$ cat src/rtl/uart_tx_buffer_if.sv
// ---------------------------------------------------------------------------
// uart_tx_buffer_if
// Bundles the byte-producer side and the status side of the debug UART
// transmit buffer.
//   dataIn         byte to enqueue
//   writeFifoFlag  enqueue dataIn this cycle (one byte per high cycle)
//   holdTrans      1 = do not start a new byte (an in-flight byte completes)
//   tx             serial line, idles high
//   uartDataSent   one-cycle pulse at the end of each byte's stop bit
//   fifoFull       queued byte count == depth
//   fifoEmpty      queued byte count == 0
//   fifoCount      bytes queued (excludes the byte being serialized)
//   overflow       sticky: a write was attempted while full
// Modports: master = byte producer (debug unit), slave = uart_tx_buffer.
// ---------------------------------------------------------------------------
interface uart_tx_buffer_if #(
    parameter int ADDR_BITS = 4
);
    logic [7:0]         dataIn;
    logic               writeFifoFlag;
    logic               holdTrans;
    logic               tx;
    logic               uartDataSent;
    logic               fifoFull;
    logic               fifoEmpty;
    logic [ADDR_BITS:0] fifoCount;
    logic               overflow;

    modport master (
        output dataIn, writeFifoFlag, holdTrans,
        input  tx, uartDataSent, fifoFull, fifoEmpty, fifoCount, overflow
    );

    modport slave (
        input  dataIn, writeFifoFlag, holdTrans,
        output tx, uartDataSent, fifoFull, fifoEmpty, fifoCount, overflow
    );
endinterface

$ cat src/rtl/uart_tx_buffer.sv
// ---------------------------------------------------------------------------
// uart_tx_buffer
// Transmit side of the debug UART link: a byte FIFO feeding an 8N1
// serializer (start bit, 8 data bits LSB first, one stop bit).
// Ports:
//   clock  system clock, rising edge
//   reset  asynchronous, active-low
//   bus    uart_tx_buffer_if.slave (byte input, hold, serial line, status)
// Parameters:
//   ADDR_BITS     FIFO address width, depth = 2**ADDR_BITS bytes
//   CLKS_PER_BIT  clock cycles per UART bit (must be >= 2)
// ---------------------------------------------------------------------------
module uart_tx_buffer #(
    parameter int ADDR_BITS    = 4,
    parameter int CLKS_PER_BIT = 434
) (
    input  logic            clock,
    input  logic            reset,
    uart_tx_buffer_if.slave bus
);
    localparam int DEPTH  = 1 << ADDR_BITS;
    localparam int BAUD_W = (CLKS_PER_BIT > 1) ? $clog2(CLKS_PER_BIT) : 1;
    localparam logic [BAUD_W-1:0]  BAUD_LAST    = BAUD_W'(CLKS_PER_BIT - 1);
    localparam logic [BAUD_W-1:0]  BAUD_PRELAST = BAUD_W'(CLKS_PER_BIT - 2);
    localparam logic [ADDR_BITS:0] FULL_COUNT   = (ADDR_BITS + 1)'(DEPTH);

    typedef enum logic [1:0] {IDLE, START, DATA, STOP} state_t;

    state_t               state;
    logic [7:0]           mem [DEPTH];
    logic [ADDR_BITS-1:0] wr_ptr;
    logic [ADDR_BITS-1:0] rd_ptr;
    logic [ADDR_BITS:0]   count;
    logic                 full_q;
    logic                 empty_q;
    logic                 overflow_q;
    logic [7:0]           shift;
    logic [BAUD_W-1:0]    baud;
    logic [2:0]           bit_idx;
    logic                 tx_q;
    logic                 sent_q;
    logic                 pop;
    logic                 push;

    // Pop decision uses the registered empty flag, so a byte written into an
    // empty FIFO cannot be popped on the same edge (no bypass path).
    assign pop  = (state == IDLE) && !empty_q && !bus.holdTrans;
    // A write while full is still accepted when the same edge pops a byte.
    assign push = bus.writeFifoFlag && (!full_q || pop);

    // FIFO pointers, occupancy and flags
    always_ff @(posedge clock or negedge reset) begin
        if (!reset) begin
            wr_ptr     <= '0;
            rd_ptr     <= '0;
            count      <= '0;
            full_q     <= 1'b0;
            empty_q    <= 1'b1;
            overflow_q <= 1'b0;
        end else begin
            if (push) wr_ptr <= wr_ptr + 1'b1;
            if (pop)  rd_ptr <= rd_ptr + 1'b1;
            if (bus.writeFifoFlag && !push) overflow_q <= 1'b1;
            case ({push, pop})
                2'b10: begin
                    count   <= count + 1'b1;
                    full_q  <= (count == FULL_COUNT - 1'b1);
                    empty_q <= 1'b0;
                end
                2'b01: begin
                    count   <= count - 1'b1;
                    full_q  <= 1'b0;
                    empty_q <= (count == 1);
                end
                default: ;
            endcase
        end
    end

    // FIFO storage and shift register are pure data: no reset
    always_ff @(posedge clock) begin
        if (push) mem[wr_ptr] <= bus.dataIn;
    end

    always_ff @(posedge clock) begin
        if (pop)
            shift <= mem[rd_ptr];
        else if (state == DATA && baud == BAUD_LAST)
            shift <= shift >> 1;
    end

    // Serializer FSM; tx and uartDataSent are registered so the line never
    // glitches. tx for the next bit is loaded on the boundary edge, hence the
    // look-ahead to shift[1] while shift itself moves right on that edge.
    always_ff @(posedge clock or negedge reset) begin
        if (!reset) begin
            state   <= IDLE;
            baud    <= '0;
            bit_idx <= '0;
            tx_q    <= 1'b1;
            sent_q  <= 1'b0;
        end else begin
            sent_q <= 1'b0;
            case (state)
                IDLE: begin
                    tx_q <= 1'b1;
                    if (pop) begin
                        state <= START;
                        tx_q  <= 1'b0;
                        baud  <= '0;
                    end
                end
                START: begin
                    if (baud == BAUD_LAST) begin
                        baud    <= '0;
                        bit_idx <= '0;
                        state   <= DATA;
                        tx_q    <= shift[0];
                    end else begin
                        baud <= baud + 1'b1;
                    end
                end
                DATA: begin
                    if (baud == BAUD_LAST) begin
                        baud <= '0;
                        if (bit_idx == 3'd7) begin
                            state <= STOP;
                            tx_q  <= 1'b1;
                        end else begin
                            bit_idx <= bit_idx + 1'b1;
                            tx_q    <= shift[1];
                        end
                    end else begin
                        baud <= baud + 1'b1;
                    end
                end
                STOP: begin
                    if (baud == BAUD_LAST) begin
                        baud  <= '0;
                        state <= IDLE;
                    end else begin
                        baud <= baud + 1'b1;
                        // Raised one edge early so the registered pulse lands
                        // on the final stop-bit cycle.
                        sent_q <= (baud == BAUD_PRELAST);
                    end
                end
                default: state <= IDLE;
            endcase
        end
    end

    assign bus.tx           = tx_q;
    assign bus.uartDataSent = sent_q;
    assign bus.fifoFull     = full_q;
    assign bus.fifoEmpty    = empty_q;
    assign bus.fifoCount    = count;
    assign bus.overflow     = overflow_q;
endmodule

$ cat src/flat_wrapper.sv
// flat-port wrapper written by rule: the top's interface ports become plain ports
module uart_tx_buffer_flat 
#(
    parameter int ADDR_BITS    = 4,
    parameter int CLKS_PER_BIT = 434
)
  (clock, reset, bus_dataIn, bus_writeFifoFlag, bus_holdTrans, bus_tx, bus_uartDataSent, bus_fifoFull, bus_fifoEmpty, bus_fifoCount, bus_overflow);
  uart_tx_buffer_if #(.ADDR_BITS(ADDR_BITS)) bus_i ();
  input  logic clock;
  input  logic reset;
  input wire logic [$bits(bus_i.dataIn)-1:0] bus_dataIn;
  input wire logic [$bits(bus_i.writeFifoFlag)-1:0] bus_writeFifoFlag;
  input wire logic [$bits(bus_i.holdTrans)-1:0] bus_holdTrans;
  output wire logic [$bits(bus_i.tx)-1:0] bus_tx;
  output wire logic [$bits(bus_i.uartDataSent)-1:0] bus_uartDataSent;
  output wire logic [$bits(bus_i.fifoFull)-1:0] bus_fifoFull;
  output wire logic [$bits(bus_i.fifoEmpty)-1:0] bus_fifoEmpty;
  output wire logic [$bits(bus_i.fifoCount)-1:0] bus_fifoCount;
  output wire logic [$bits(bus_i.overflow)-1:0] bus_overflow;
  assign bus_i.dataIn = bus_dataIn;
  assign bus_i.writeFifoFlag = bus_writeFifoFlag;
  assign bus_i.holdTrans = bus_holdTrans;
  assign bus_tx = bus_i.tx;
  assign bus_uartDataSent = bus_i.uartDataSent;
  assign bus_fifoFull = bus_i.fifoFull;
  assign bus_fifoEmpty = bus_i.fifoEmpty;
  assign bus_fifoCount = bus_i.fifoCount;
  assign bus_overflow = bus_i.overflow;
  uart_tx_buffer #(.ADDR_BITS(ADDR_BITS), .CLKS_PER_BIT(CLKS_PER_BIT)) u_core (.clock(clock), .reset(reset), .bus(bus_i));
endmodule
$ cat config.mk
export PLATFORM = sky130hd
export DESIGN_NAME = uart_tx_buffer_flat
export DESIGN_NICKNAME = d
export VERILOG_FILES = /design/src/rtl/uart_tx_buffer_if.sv /design/src/rtl/uart_tx_buffer.sv /design/src/flat_wrapper.sv
export SDC_FILE = /design/constraint.sdc
export NUM_CORES = 1
export LEC_CHECK = 0
export CAP_MARGIN = 20
export CORE_UTILIZATION = 57
export CTS_CLUSTER_SIZE = 30
export DETAILED_ROUTE_END_ITERATION = 8
export GPL_ROUTABILITY_DRIVEN = 0
export HOLD_SLACK_MARGIN = 0.03
export PLACE_DENSITY = 0.82
export REMOVE_ABC_BUFFERS = 1
export SLEW_MARGIN = 25
export SYNTH_ARGS = -nofsm -noshare
export SYNTH_HDL_FRONTEND = slang
export SYNTH_SLANG_ARGS = --single-unit
$ cat constraint.sdc
create_clock -name clock -period 5 [get_ports clock]
set_input_delay 0.5 -clock clock [delete_from_list [all_inputs] [get_ports clock]]
set_output_delay 0.5 -clock clock [all_outputs]
set_load 0.01 [all_outputs]
==> results.py <==
metrics = {
    "yosys": {
        "ys_types": 52,
        "synth_edf_count": 136,
        "synth_simple_gate_area_share_pct": 7.84,
        "ys.flop_type": "edfxtp_1",
        "synth_cells": 429,
        "yosys.area.top_type": "edfxtp_1",
        "yosysTopAreaCellShare_pct": 56.7,
        "syn_area_sq_um": 7200,
        "netlist_top_cells_area": "edfxtp_1 57%, dfrtp_1 10%, mux4_2 9.7%",
        "synth_top_family_by_area": "multiplexers",
        "syn-mean-instance-area_sq_um": 16.8,
        "synthMuxAreaShare_pct": 12.9,
        "synth-compound-area-share_pct": 3.67,
        "synth_warnings": 0,
        "synthXorXnorAreaFrac_pct": 1.70,
        "synth_fa_ha_area_share_pct": 3.65,
        "yosysSeqAreaShare_pct": 67.9,
        "synth-seq-cells": 168,
        "ys_async_sr_fraction_pct": 19.0,
    },
    "setup_path": {
        "end_kind": "flip-flop",
        "critical_path.cell_chain": "inv_1 > ha_1 > or3b_1 > a21boi_4 > inv_2 > ha_1 > or4b_2 > a21oi_1 > xor2_1",
        "critPathBufInv": 2,
        "critPathMostFrequentCell": "ha_1",
        "max_stage_delay_ns": 0.66,
        "crit_path_start_kind": "flip-flop",
        "worstPathMaxFanout": 20,
        "worst_path_max_delay_cell": "or3b_1",
        "arrival_ns": 3.51,
        "critPathTopFamily": "simple AND/OR/NAND/NOR gates",
        "worstSetupPathType": "reg2reg",
        "worst_ep_required_time_ns": 5.35,
    },
    "job": {
        "max_cap_violations": 0,
    },
    "route": {
        "routedWlPerCell_microns": 21.1,
        "drt_iter0_markers": 417,
        "ant_nets": 0,
        "firstDrtPassIters": 5,
        "drc": 0,
        "vias_per_cell": 5.97,
        "vias": 3807,
        "wirelength_microns": 13500,
    },
    "clock_tree": {
        "clkSlewWorstSetupHoldPaths_ns": 0.06,
        "h-tree-depth": 4,
        "cts_tree": "yes",
        "post_cts_buffers": 0,
        "cts_buffers": 17,
        "clk-insertion-delay-late_ns": 0.43,
        "cts.sinks": 168,
        "ctsResizeCount": 0,
        "root_buffer": "clkbuf_16",
        "postCtsHoldBufs": 0,
        "clockBufferDepth": 2,
    },
    "power": {
        "p_sw_uw": 832,
        "power_density_nw_per_um2": 408,
        "p_sw_share_pct": 25.2,
        "pwr-share-clk_pct": 35.6,
        "intPower_uw": 2470,
        "ir_drop_uv": 278,
        "power_frac_comb_pct": 11.4,
        "p_seq_share_pct": 53.0,
        "leakage_uw": 0.00273,
    },
    "timing": {
        "worst_pin_slew_ns": 0.955,
        "hold_ws_ns": 0.478,
        "finalSetupTns_ns": 0,
        "setup_viol": 0,
        "maxSlewHeadroom_pct": 36.3,
        "timing.fmax_ghz": 0.316,
        "rsz0062_at_grt": "no",
        "skew_ns": 0.00801,
        "drv_slew": 0,
        "hold_viol_final": 0,
        "finalCritPeriodShare_pct": 63.3,
        "period_needed_ns": 3.17,
    },
    "hold_path": {
        "hold_path_class": "in2async",
    },
    "finish": {
        "layout-drive-gt1-share_pct": 18.7,
        "area_growth_syn_to_layout_pct": 12.6,
        "final-seq-area_sq_um": 4890,
        "layout_common_cells": "136 x edfxtp_1, 31 x mux4_2, 29 x dfrtp_1",
        "antenna_cells": 0,
        "nFillCells": 791,
        "nets": 490,
        "multi_input_comb_area_sq_um": 2140,
        "layout_commonest_cell": "edfxtp_1",
    },
    "global_routing": {
        "gr-total-overflow": 0,
        "grt_usage_pct": 22.8,
        "grt_max_degree": 38,
        "first_global_vias": 3761,
        "antenna_found_initial": 0,
        "grt_pass1_wl_microns": 21100,
    },
    "floorplanning": {
        "ioPinCount": 22,
        "rows": 40,
        "design.die.area_sq_um": 13100,
        "initial_core_util_pct": 59.2,
        "core_sq_um": 12200,
        "die_y_microns": 114,
        "die_x_microns": 114,
    },
    "status": {
        "status": "finished, final reports clean",
    },
    "placement": {
        "dpl.hpwl_microns": 8720,
        "port_buffers": 21,
    },
}
## kinds of logic after synthesis
logic type,Yosys count
buf+inv,37
xor+xnor,14
flops,168
compound gates,34
simple gates,102
mux,53
fa+ha+maj,21
## final timing paths
path	start	endpoint	slack, ns	depth (start not counted)
worst max-delay path	u_core.state[0]	u_core.bus.fifoCount[3]	1.83	9
worst min-delay path	reset	u_core.baud[6]	0.48	2
worst max register to register	u_core.state[0]	u_core.bus.fifoCount[3]	1.83	9
worst min register to register	u_core.bus.overflow	u_core.bus.overflow	0.51	1
max in group asynchronous	reset	u_core.rd_ptr[1]	4.18	2
min in group clock	u_core.bus.overflow	u_core.bus.overflow	0.51	1
## Yosys cell counts (all sizes together), types with 3 or more instances
cell    count
mux2       10
clkbuf     10
nand3       6
o21a        3
a221o       5
nand4       6
inv        17
nor3b       3
ha         21
xnor2       8
nand2b      3
nor4        5
buf        10
a22o        4
mux2i      12
nor2       20
a21oi       4
nor2b       3
nor3       11
xor2        6
edfxtp    136
mux4       31
nand3b      3
nand2      21
o21ai       7
and2       11
dfrtp      30
## layout make-up
class	count	share of cell area, %
inverters	17	0.787
repair buffers	29	3.33
well taps	168	2.59
clock buffers	22	5.60
multi-input cells	224	26.5
flip-flops and latches	168	60.3
clock inverters	10	0.895
## worst register-to-register path: cells and delay by family, from the launching register on
family                     cells  cell delay, ns
buffers and inverters          2            0.31
DFF                            1            0.39
adders and majority gates      2            0.57
AOI/OAI and AO/OA              2            0.39
and+or+nand+nor                2            1.28
xor gates and xnor gates       1            0.16
## power groups by stage
stage          registers, uW  clock network (uW)  logic [uW]
3_5_place_dp            1770                   0         374
2_1_floorplan           1760                   0         202
4_1_cts                 1750                1190         379
5_1_grt                 1760                1230         409
6_report                1750                1180         376
3_3_place_gp            1770                   0         360
## metrics by stage
step / total power, uW / instance area (sq um) / setup WS (ns) / cells / utilization, %
after detailed placement: 2150 / 7580 / 1.65 / 606 / 62.3
final: 3310 / 8110 / 1.83 / 638 / 66.7
after global routing: 3410 / 8110 / 1.62 / 638 / 66.7
after global placement: 2130 / 7580 / 1.75 / 606 / 62.3
after CTS: 3310 / 8100 / 1.83 / 638 / 66.6
after floorplan: 1960 / 7100 / 2.09 / 409 / -
## flip-flops by register name, indices dropped and copies added (netlist names)
name / cells
u_core.state: 2
u_core.bus.fifoFull: 1
u_core.bit_idx: 3
u_core.bus.uartDataSent: 1
u_core.bus.fifoCount: 5
u_core.bus.fifoEmpty: 1
u_core.baud: 9
u_core.wr_ptr: 4
u_core.bus.overflow: 1
u_core.bus.tx: 1
u_core.rd_ptr: 4
u_core.mem: 128
u_core.shift: 8
## metal layers
| layer | track usage, % | wire length (microns) | vias to the layer above |
|---|---|---|---|
| li1 | - | - | 1714 |
| met1 | 31.6 | 5840 | 1929 |
| met2 | 34.9 | 6670 | 141 |
| met3 | 5.24 | 684 | 23 |
| met4 | 10.1 | 280 | 0 |
| met5 | 0 | 0 | - |
No activity file was read; power rests on OpenSTA's default activity.
==> edit (same settings) <==
Make the reset (`reset`) synchronous in 2 clocked blocks. Comments in the files are not updated.
--- a/src/rtl/uart_tx_buffer.sv
+++ b/src/rtl/uart_tx_buffer.sv
@@ -51,3 +51,3 @@
     // FIFO pointers, occupancy and flags
-    always_ff @(posedge clock or negedge reset) begin
+    always_ff @(posedge clock) begin
         if (!reset) begin
@@ -94,3 +94,3 @@
     // look-ahead to shift[1] while shift itself moves right on that edge.
-    always_ff @(posedge clock or negedge reset) begin
+    always_ff @(posedge clock) begin
         if (!reset) begin
Formal check against the unedited RTL: differs if reset is asserted again (counterexample within 4 cycles, from zero or initial values and one cycle with reset low); with reset held inactive, the same outputs for 10 cycles.
==> edit against the original RTL <==
Worst setup slack got worse by 0.041 ns; total power grew 4.8%; sequential cell count is 4 higher; first-iteration DRC count decreased by 5.5%; design area increased by 0.68%; critical path depth unchanged; synthesized area barely moved; routed wire length up 3.4%; combinational power rose by 19%; sequential power is 5% lower; non-clock buffer count down 5.
==> edit: results (changes against the original RTL) <==
- Largest net degree at the start of global routing: 30 (was 38)
- Hold Crit Class: register to register (was primary input to async pin)
- Slew @ Worst Pin: 0.948 ns (was 0.955 ns)
- Hpwl dp: 9000 µm (was 8720 µm)
- Initial antenna violation count: 0 (unchanged)
- Worst R2R Start: u_core.state[0]$_SDFFE_PN0P_ (was u_core.state[0]$_DFFE_PN0P_)
- Yosys warns: 0 (unchanged)
- Maximum vdd ir drop: 328 µV (was 278 µV)
- Cells after Synth: 464 (was 429)
- Port Buf Inserts: 21 (unchanged)
- Fin nets: 520 (was 490)
- Most common library cells after synthesis: 136 x edfxtp_1, 37 x nor2_1, 36 x dfxtp_1 (was 136 x edfxtp_1, 31 x mux4_2, 30 x dfrtp_1)
- First-pass GRT wire length: 22300 µm (was 21100 µm)
- Pre-antenna DRT Iters: 5 (unchanged)
- EDFF count, synth: 136 (unchanged)
- Finished Layout Cells: 667 (was 638)
- Num CTS Buffers: 17 (unchanged)
- Via density: 6.08 (was 5.97)
- Worst-Skew Late Latency: around 0.42 ns
- Wirelength, routed: 13900 µm (was 13500 µm)
- Post-route clock period utilization: 0.642 (was 0.633)
- Routed met2 length: 6960 µm (was 6670 µm)
- Critical Path AT: 3.49 ns (was 3.51 ns)
- Placed inst area: 7540 µm² (was 7580 µm²)
- Async SR Flop Fraction: 0 (was 0.190)
- Slowest CP cell: or4b_2 (was or3b_1)
- CTS max path bufs: 2 (unchanged)
- Hold Path Depth: 2
- Synth Area in Adders: 0.0382 (was 0.0365)
- Global-route usage over all layers: 0.238 (was 0.228)
- Hold_ws: 0.474 ns (was 0.478 ns)
- Placed insts: 635 (was 606)
- Post-synthesis compound-gate area fraction: 0.0516 (was 0.0367)
- Met3 wire len: 765 µm (was 684 µm)
- Post-synthesis mux area share: 0.127 (was 0.129)
- CP max stage delay: 0.62 ns (was 0.66 ns)
- Pre-CTS setup slack: 1.56 ns (was 1.65 ns)
- Vias in the first global route: 4108 (was 3761)
- Post-Synth XOR/XNOR Area: 0.0122 (was 0.0170)
- Status: completed (unchanged)
- Reported max-cap violation count: 0 (unchanged)
- DR iter-0 viols: 394 (was 417)
- Share of layout cells above drive strength 1: 0.140 (was 0.187)
- Setup crit start: u_core.state[0]$_SDFFE_PN0P_ (was u_core.state[0]$_DFFE_PN0P_)
- H-tree Lvls: 4 (unchanged)
- Sequential fraction of the synthesis area: 0.668 (was 0.679)
- Crit path max fanout: 14 (was 20)
- Clock skew: 0.00634 ns (was 0.00801 ns)
- Critical Path Sink: u_core.bus.fifoCount[3]$_SDFFE_PN0P_ (was u_core.bus.fifoCount[3]$_DFFE_PN0P_)
- Met1 wire length: 5950 µm (was 5840 µm)
- Leak: 2.68 nW (was 2.73 nW)
- Synth unique cells: 52 (unchanged)
- Ranking of synthesized cells by area: edfxtp_1 57%, dfxtp_1 10%, mux4_2 8.1% (was edfxtp_1 57%, dfrtp_1 10%, mux4_2 9.7%)
- R2R setup slack: 1.79 ns (was 1.83 ns)
==> edit: report_power, final <==
| group | switching [mW] | total, mW | internal (mW) |
|---|---|---|---|
| Combinational | 0.242 | 0.449 | 0.207 |
| Clock | 0.556 | 1.35 | 0.793 |
| Sequential | 0.0654 | 1.67 | 1.60 |
==> edit: kinds of logic after synthesis <==
family / count (synthesis)
AOI/OAI and AO/OA: 56
xor gates and xnor gates: 10
adders and majority gates: 22
buffers and inverters: 35
DFF: 172
muxes: 52
and+or+nand+nor: 117
==> edit: final cells by class <==
| class | instances | area [µm²] |
|---|---|---|
| Multi-Input combinational cell | 257 | 2250 |
| Clock inverter | 15 | 181 |
| Inverter | 14 | 52.6 |
| Sequential cell | 172 | 4810 |
| Timing Repair Buffer | 24 | 233 |
| Tap cell | 168 | 210 |
| Fill cell | 802 | 4000 |
| Clock buffer | 17 | 425 |
==> edit: per-layer routing <==
metal  track usage  vias up
li1              -     1832
met1         0.311     2043
met2         0.385      162
met3        0.0678       21
met4        0.0831        0
met5             0        -
